<file path="src/rtl/rand_range_if.sv">
// -----------------------------------------------------------------------------
// rand_range_if
// Output stream of rand_range: bounded random words on a valid/ready handshake.
//   out_data  : 32-bit head of the output FIFO (0 while out_valid is low)
//   out_valid : FIFO holds at least one entry
//   out_ready : consumer takes out_data on an edge where both are high
// master = producer (rand_range), slave = consumer.
// -----------------------------------------------------------------------------
interface rand_range_if;
   logic [31:0] out_data;
   logic        out_valid;
   logic        out_ready;

   modport master (
      output out_data,
      output out_valid,
      input  out_ready
   );

   modport slave (
      input  out_data,
      input  out_valid,
      output out_ready
   );
endinterface

</file>
<file path="src/rtl/rand_range.sv">
// -----------------------------------------------------------------------------
// rand_range
// Maps the upper 32 bits of a 64-bit generator word onto a uniform integer in
// [0, s) with multiply-shift plus exact rejection. The rejection threshold
// t = (2^32 - s) mod s comes from a bit-serial restoring divider. Accepted
// values are queued in a small FIFO behind a valid/ready stream.
//
// Ports
//   clk        : clock, all state on the rising edge
//   resn       : synchronous reset, active high (takes priority over bound_load)
//   rnd_in     : generator word, new every cycle; only [63:32] is used
//   bound_in   : range s, 0 selects the full 2^32 range
//   bound_load : latch bound_in, clear FIFO/product stage/rej_cnt, start divider
//   busy       : threshold computation in progress
//   out_if     : output stream (out_data / out_valid / out_ready)
//   rej_cnt    : saturating count of rejected samples since reset or load
//
// State table
//   state   | meaning
//   --------+--------------------------------------------------------------
//   ST_IDLE | just out of reset, moves to ST_RUN on the next edge
//   ST_CALC | divider running, one quotient bit per cycle for 32 cycles
//   ST_RUN  | threshold valid, product stage captures when FIFO credit exists
// -----------------------------------------------------------------------------
module rand_range #(
   parameter int DEPTH = 4
) (
   input  logic          clk,
   input  logic          resn,
   input  logic [63:0]   rnd_in,
   input  logic [31:0]   bound_in,
   input  logic          bound_load,
   output logic          busy,
   rand_range_if.master  out_if,
   output logic [15:0]   rej_cnt
);

   localparam int AW = (DEPTH > 1) ? $clog2(DEPTH) : 1;
   localparam int CW = $clog2(DEPTH + 1);

   typedef enum logic [1:0] {
      ST_IDLE = 2'd0,
      ST_CALC = 2'd1,
      ST_RUN  = 2'd2
   } state_t;

   // ---------------------------------------------------------------------------
   // Control FSM and restoring divider
   // ---------------------------------------------------------------------------
   state_t      state_q, state_d;
   logic [31:0] bound_q, bound_d;
   logic [31:0] t_q, t_d;
   logic [31:0] dvd_q, dvd_d;
   logic [31:0] rem_q, rem_d;
   logic [4:0]  iter_q, iter_d;
   logic [32:0] rem_sh;

   always_ff @(posedge clk) begin
      if (resn) begin
         state_q <= ST_IDLE;
         bound_q <= '0;
         t_q     <= '0;
         dvd_q   <= '0;
         rem_q   <= '0;
         iter_q  <= '0;
      end else begin
         state_q <= state_d;
         bound_q <= bound_d;
         t_q     <= t_d;
         dvd_q   <= dvd_d;
         rem_q   <= rem_d;
         iter_q  <= iter_d;
      end
   end

   always_comb begin
      state_d = state_q;
      bound_d = bound_q;
      t_d     = t_q;
      dvd_d   = dvd_q;
      rem_d   = rem_q;
      iter_d  = iter_q;
      rem_sh  = '0;

      unique case (state_q)
         ST_IDLE: state_d = ST_RUN;
         ST_CALC: begin
            // Shift the next dividend bit into the partial remainder; the
            // remainder after a successful subtract is below s, so 32 bits hold it.
            rem_sh = {rem_q, dvd_q[31]};
            dvd_d  = {dvd_q[30:0], 1'b0};
            if (rem_sh >= {1'b0, bound_q}) begin
               rem_d = rem_sh[31:0] - bound_q;
            end else begin
               rem_d = rem_sh[31:0];
            end
            // iter_q is a down-counter loaded with 31; terminal count is the 32nd bit.
            if (iter_q == 5'd0) begin
               state_d = ST_RUN;
               t_d     = rem_d;
            end else begin
               iter_d = iter_q - 5'd1;
            end
         end
         ST_RUN: state_d = ST_RUN;
         default: state_d = ST_IDLE;
      endcase

      // A load overrides whatever the divider was doing, including a restart mid-CALC.
      if (bound_load) begin
         bound_d = bound_in;
         t_d     = '0;
         rem_d   = '0;
         dvd_d   = 32'd0 - bound_in;
         iter_d  = 5'd31;
         if (bound_in == 32'd0) begin
            state_d = ST_RUN;
         end else begin
            state_d = ST_CALC;
         end
      end
   end

   assign busy = (state_q == ST_CALC);

   // ---------------------------------------------------------------------------
   // Product stage (P), decide stage (D) and output FIFO
   // ---------------------------------------------------------------------------
   logic [DEPTH-1:0][31:0] mem_q;
   logic [AW-1:0]          wr_ptr_q, rd_ptr_q;
   logic [CW-1:0]          count_q;
   logic                   p_valid_q;
   logic [63:0]            p_m_q;
   logic [15:0]            rej_q;

   logic [31:0] rnd_hi;
   logic [31:0] unused_rnd_lo;
   logic [63:0] prod;
   logic [CW:0] occ;
   logic        cap;
   logic        reject;
   logic        push;
   logic        pop;

   assign rnd_hi        = rnd_in[63:32];
   assign unused_rnd_lo = rnd_in[31:0];

   // s = 0 means a 2^32 range, so the word itself is the result and l is 0.
   assign prod = (bound_q == 32'd0) ? {rnd_hi, 32'd0}
                                    : ({32'd0, rnd_hi} * {32'd0, bound_q});

   // Credit counts the sample already in P, so a push can never find the FIFO full.
   assign occ    = {1'b0, count_q} + {{CW{1'b0}}, p_valid_q};
   assign cap    = (state_q == ST_RUN) && (occ < (CW+1)'(DEPTH));
   assign reject = p_valid_q && (bound_q != 32'd0) && (p_m_q[31:0] < t_q);
   assign push   = p_valid_q && !reject;
   assign pop    = out_if.out_valid && out_if.out_ready;

   always_ff @(posedge clk) begin
      if (resn || bound_load) begin
         p_valid_q <= 1'b0;
         wr_ptr_q  <= '0;
         rd_ptr_q  <= '0;
         count_q   <= '0;
         rej_q     <= '0;
      end else begin
         p_valid_q <= cap;
         if (push) begin
            wr_ptr_q <= wr_ptr_q + AW'(1);
         end
         if (pop) begin
            rd_ptr_q <= rd_ptr_q + AW'(1);
         end
         case ({push, pop})
            2'b10:   count_q <= count_q + CW'(1);
            2'b01:   count_q <= count_q - CW'(1);
            default: count_q <= count_q;
         endcase
         if (reject && (rej_q != 16'hFFFF)) begin
            rej_q <= rej_q + 16'd1;
         end
      end
   end

   // Data storage needs no reset: out_data is masked while the FIFO is empty.
   always_ff @(posedge clk) begin
      if (cap) begin
         p_m_q <= prod;
      end
      if (push) begin
         mem_q[wr_ptr_q] <= p_m_q[63:32];
      end
   end

   assign out_if.out_valid = (count_q != '0);
   assign out_if.out_data  = out_if.out_valid ? mem_q[rd_ptr_q] : 32'd0;
   assign rej_cnt          = rej_q;

endmodule

</file>
<file path="src/flat_wrapper.sv">
// flat-port wrapper written by rule: the top's interface ports become plain ports
module rand_range_flat 
#(
   parameter int DEPTH = 4
)
  (clk, resn, rnd_in, bound_in, bound_load, busy, rej_cnt, out_if_out_data, out_if_out_valid, out_if_out_ready);
  rand_range_if out_if_i ();
  input  logic clk;
  input  logic resn;
  input  logic [63:0] rnd_in;
  input  logic [31:0] bound_in;
  input  logic bound_load;
  output logic busy;
  output logic [15:0] rej_cnt;
  output wire logic [$bits(out_if_i.out_data)-1:0] out_if_out_data;
  output wire logic [$bits(out_if_i.out_valid)-1:0] out_if_out_valid;
  input wire logic [$bits(out_if_i.out_ready)-1:0] out_if_out_ready;
  assign out_if_out_data = out_if_i.out_data;
  assign out_if_out_valid = out_if_i.out_valid;
  assign out_if_i.out_ready = out_if_out_ready;
  rand_range #(.DEPTH(DEPTH)) u_core (.clk(clk), .resn(resn), .rnd_in(rnd_in), .bound_in(bound_in), .bound_load(bound_load), .busy(busy), .out_if(out_if_i), .rej_cnt(rej_cnt));
endmodule
</file>
<file path="config.mk">
export PLATFORM = sky130hd
export DESIGN_NAME = rand_range_flat
export DESIGN_NICKNAME = d
export VERILOG_FILES = /design/src/rtl/rand_range_if.sv /design/src/rtl/rand_range.sv /design/src/flat_wrapper.sv
export SDC_FILE = /design/constraint.sdc
export NUM_CORES = 2
export LEC_CHECK = 0
export BUFFER_PORTS_ARGS = -buffer_cell sky130_fd_sc_hd__buf_4
export CELL_PAD_IN_SITES_DETAIL_PLACEMENT = 1
export CELL_PAD_IN_SITES_GLOBAL_PLACEMENT = 1
export CORE_MARGIN = 2
export CORE_UTILIZATION = 55
export CTS_CLUSTER_SIZE = 20
export DETAILED_ROUTE_END_ITERATION = 10
export GPL_TIMING_DRIVEN = 0
export PLACE_DENSITY = 0.89
export SLEW_MARGIN = 20
export SYNTH_ARGS = -nofsm -noshare
export SYNTH_HDL_FRONTEND = slang
export SYNTH_SLANG_ARGS = --single-unit
</file>
<file path="constraint.sdc">
create_clock -name clk -period 20 [get_ports clk]
set_input_delay 3 -clock clk [delete_from_list [all_inputs] [get_ports clk]]
set_output_delay 3 -clock clk [all_outputs]
set_load 0.05 [all_outputs]
</file>
Word-level counts from Yosys, hierarchy flattened
Cells that the tools add are included.

Equality and inequality tests: 7. Multiplexer cells: 18. $add $sub $neg: 9. Multipliers: 1. Magnitude comparators: 6. Reductions and logical operators: 21.

Operators with widths (number): 32-bit 2-to-1 mux (6); 128-bit bitwise mux (1); 32-bit binary-select mux with 2-bit select (1); 32-bit demux with 2-bit select (1); 32-bit zero test (2); 32-bit by 32-bit multiplier with 64-bit output (1); 64-bit 2-to-1 mux (1); 33-bit by 32-bit >= comparator with 1-bit output (1); 32-bit less-than comparator (1); 32-bit nonzero test (1); 1-bit by 32-bit subtractor with 32-bit output, first input constant (1); 32-bit subtractor (1); 16-bit by 1-bit adder with 16-bit output, second input constant (1); 16-bit != test, second input constant (1); 5-bit 2-to-1 mux (3); 1-bit logical AND (7); 2-bit by 3-bit less-than comparator with 1-bit output, second input constant (2); 2-bit 2-to-1 mux (3); 3-bit one-hot mux with 2 select lines (1); 5-bit zero test (1); 5-bit by 1-bit subtractor with 5-bit output, second input constant (1); 2-bit by 1-bit adder with 2-bit output, second input constant (2); 3-bit by 1-bit adder with 4-bit output (1); 2-bit by 1-bit == test with 1-bit output, second input constant (2); 15 further kinds (19).

Word-level logic and storage cells: 79. Register bits after elaboration: 351. Output and inout bits: 50.

Longest topological paths before layout
Word-level depth: 7. Depth in mapped cells: 30.

Worst setup path after synthesis
Ideal clock, no wire load.

Path kind: in2reg. From: in rnd_in[62]. To: reg u_core.p_m_q[58] (data pin). Library setup time: 0.258 ns. Stages: 25. Setup slack: 9.873 ns. Required time: 19.742 ns. Data arrival time: 9.869 ns. Path buffers: 1. Cell sequence: clkbuf_1 nand2_1 fa_1 inv_1 fa_1 fa_1 inv_1 fa_1 inv_1 fa_1 fa_1 fa_1 inv_1 fa_1 inv_1 ha_1 and2_0 nor2b_1 and2_1 a31oi_1 o221ai_1 a2111oi_0 nor2_1 a2111o_1 o221a_2.

Longest elaborated chain between the ends: 2.

RTL lines: start, declared (line flat_wrapper.sv:10) `input logic [63:0] rnd_in;`; 32-bit by 32-bit multiplier with 64-bit output (line rand_range.sv:150) `: ({32'd0, rnd_hi} * {32'd0, bound_q});`; 64-bit 2-to-1 mux (line rand_range.sv:149) `assign prod = (bound_q == 32'd0) ? {rnd_hi, 32'd0}`; via u_core.prod[58] (line rand_range.sv:138) `logic [63:0] prod;`; end signal, assigned (line rand_range.sv:188) `p_m_q <= prod;`; end, declared (line rand_range.sv:133) `logic [63:0] p_m_q;`.

The timed path passes the listed nets, and every way through them passes these cells. A chain may end at the register's enable or synchronous reset.

Worst setup path in the final report
From: in rnd_in[51]. To: reg u_core.p_m_q[58] (data pin).

Same word-level chain as after synthesis.

==> results.txt <==
Status: finished, final reports clean
Cts bufs inserted: 38
Pre-CTS WS: 7780 ps
Ys async rst share: 0
TritonCTS clock tree: built
Vias in the first global route: 47900
Initial antenna violation count: 34
First-pass GRT wire length: 312 mm
Max_slew headroom: 0.110
Crit path DAT: 12330 ps
Seq cells post-synth: 351
Worst-Skew Late Latency: 600 ps
Core area: 91200 um2
Setup_tns: 0 ps
Worst ir drop on vdd: 0.355 mV
Io pins: 150
First-pass detailed-route iteration total: 7
Layout cells sized above 1: 0.0479
Main synth FF type: edfxtp_1
Largest net degree at the start of global routing: 28
Clk slew on worst S/H paths: 60 ps
Max cap viols: 0
Area of the die: 94100 um2
Met1 Track Usage GR: 0.514
Setup Buffers After CTS: 0
Syn. warnings: 0
Root Buffer: clkbuf_16
Die width: 307 um
Crit start category: input pin
Fin crit period: 11980 ps
Design Power: 9.19 mW
Number of DRC markers in iteration 0: 4252
Most used cell along the critical path: fa_1
Minimum hold slack: 486 ps
Mapped Nets: 6668
Dpl hpwl: 169 mm
Worst min path class: reg -> reg
Initial Util: 0.553
Clock buffer depth: 3
Synth top area cells: fa_1 (36%), edfxtp_1 (11%), ha_1 (8.3%)
CP peak stage delay: 990 ps
Cell family with most CP delay: adder cells
Synth cell types: 77
Commonest non-fill, non-tap cell in the layout: inv_1
# DRC: 0
Die height: 307 um
Antenna-violating nets left: 0
Leakage: 24.8 nW
Yosys top cell area share: 0.357
Mapped Avg Cell Area: 9.45 um2
WP data required: 20340 ps
Final worst slack: 8020 ps
Final net count: 6834
Top cell type by total area after synthesis: fa_1
Port Buffers: 116
Worst-margin pin slew: 1340 ps
Wire per inst: 31.9 um
Util after Layout: 0.597
Grt total ovfl: 0
Clock skew: 49.3 ps
RSZ-0062 raised after global routing: false
Total track usage: 0.462
CTS H-tree lvls: 2
Setup violators final: 0
Busiest grt layer: met2
CP max-delay cell: a2111oi_0
Power Density: 169 nW/um2
Bufs and invs on worst path: 6
Post-synth EDFFs: 192
Netlist Area Pre-Place: 50400 um2
Final WL: 215 mm
CP Class: in -> reg
GR Util met2: 0.722
Period utilization: 0.599
Design Area, Final: 54400 um2
Fillers: 10300
Register area share after synthesis: 0.177
Post-Layout Cell Count: 6741
Drt via density: 6.46
Hold Buf Count CTS: 0
CP endpoint kind: flop
Slew Viols, Final: 0
Cell Rows: 111
Placer Congestion: 1.04
Hold Fails Final Rpt: 0
Max Freq: 83.4 MHz
Grt met3 use: 0.132
Worst-path fanout max: 11
# placed instances: 6647
Synth Instances: 5335
Placed instance area: 53000 um2
CTS resizes: 0
Clock sinks: 351
Via count: 43500
Synth-to-layout area growth: 8.00%
Most frequent cells in the layout: inv_1 (992), fa_1 (898), and2_1 (631), nand2_1 (596), ha_1 (335)
layer usage:
metal,vias up,routed length (um)
met2,3233,97000
met5,-,101
met4,14,24000
li1,16900,-
met1,22100,70000
met3,1266,24100
power by group:
group | leakage, nW | switching [mW] | internal (mW)
Sequential | 3.04 | 0.0702 | 1.05
Clock | 0.636 | 0.327 | 0.437
Combinational | 21.2 | 4.90 | 2.41
flip-flops by register name, indices dropped and copies added, names as in the netlist:
name              count
u_core.bound_q       32
u_core.t_q           32
u_core.mem_q        128
u_core.p_m_q         64
u_core.count_q        3
u_core.iter_q         5
u_core.p_valid_q      1
u_core.wr_ptr_q       2
u_core.rej_cnt       16
u_core.rem_q         32
u_core.rd_ptr_q       2
u_core.dvd_q         32
u_core.state_q        2
tightest hold or removal path: stages, from the launching register on:
cell and delay (ps):
dfxtp_1 310, nand2_1 50, o22ai_1 70
area by class of cell:
| cell class | count | area [um2] | share of cell area |
|---|---|---|---|
| Sequential cell | 351 | 8950 | 0.164 |
| Antenna cell | 24 | 60.1 | 0.00110 |
| Clock buffer | 53 | 1040 | 0.0191 |
| Multi-Input combinational cell | 3676 | 36600 | 0.672 |
| Clock inverter | 17 | 283 | 0.00519 |
| Timing Repair Buffer | 126 | 1110 | 0.0203 |
| Tap cell | 1186 | 1480 | 0.0273 |
| Buffer | 316 | 1210 | 0.0223 |
| Inverter | 992 | 3720 | 0.0684 |
cell families (layout without fill, tap and decap cells):
family	after synthesis	in the layout	share of synthesized area
compound gates	585	585	0.0727
xor+xnor	123	123	0.0214
fa+ha+maj	1233	1233	0.440
buf+inv	1308	1504	0.0974
flops	351	351	0.177
mux	96	96	0.0271
other cells	0	24	0
simple gates	1639	1639	0.164
synthesized netlist by cell type, drive strengths merged, types with 41 or more instances:
library cell / instances
a211oi: 68
clkbuf: 301
mux2i: 62
o21ai: 125
nand2: 596
and2: 637
dfxtp: 159
edfxtp: 192
ha: 335
a21o: 58
xnor2: 56
fa: 898
a21oi: 191
nand3: 41
nor2: 187
inv: 992
xor2: 67
path summary, 6_finish.rpt:
check                     start                to  slack (ps)  cells past startpoint
max                  rnd_in[51]  u_core.p_m_q[58]        8020                     25
min               u_core.t_q[1]     u_core.t_q[1]         490                      2
max reg2reg  u_core.bound_q[23]  u_core.p_m_q[58]        9780                     24
min reg2reg       u_core.t_q[1]     u_core.t_q[1]         490                      2
Power figures use the tool's default switching activity.
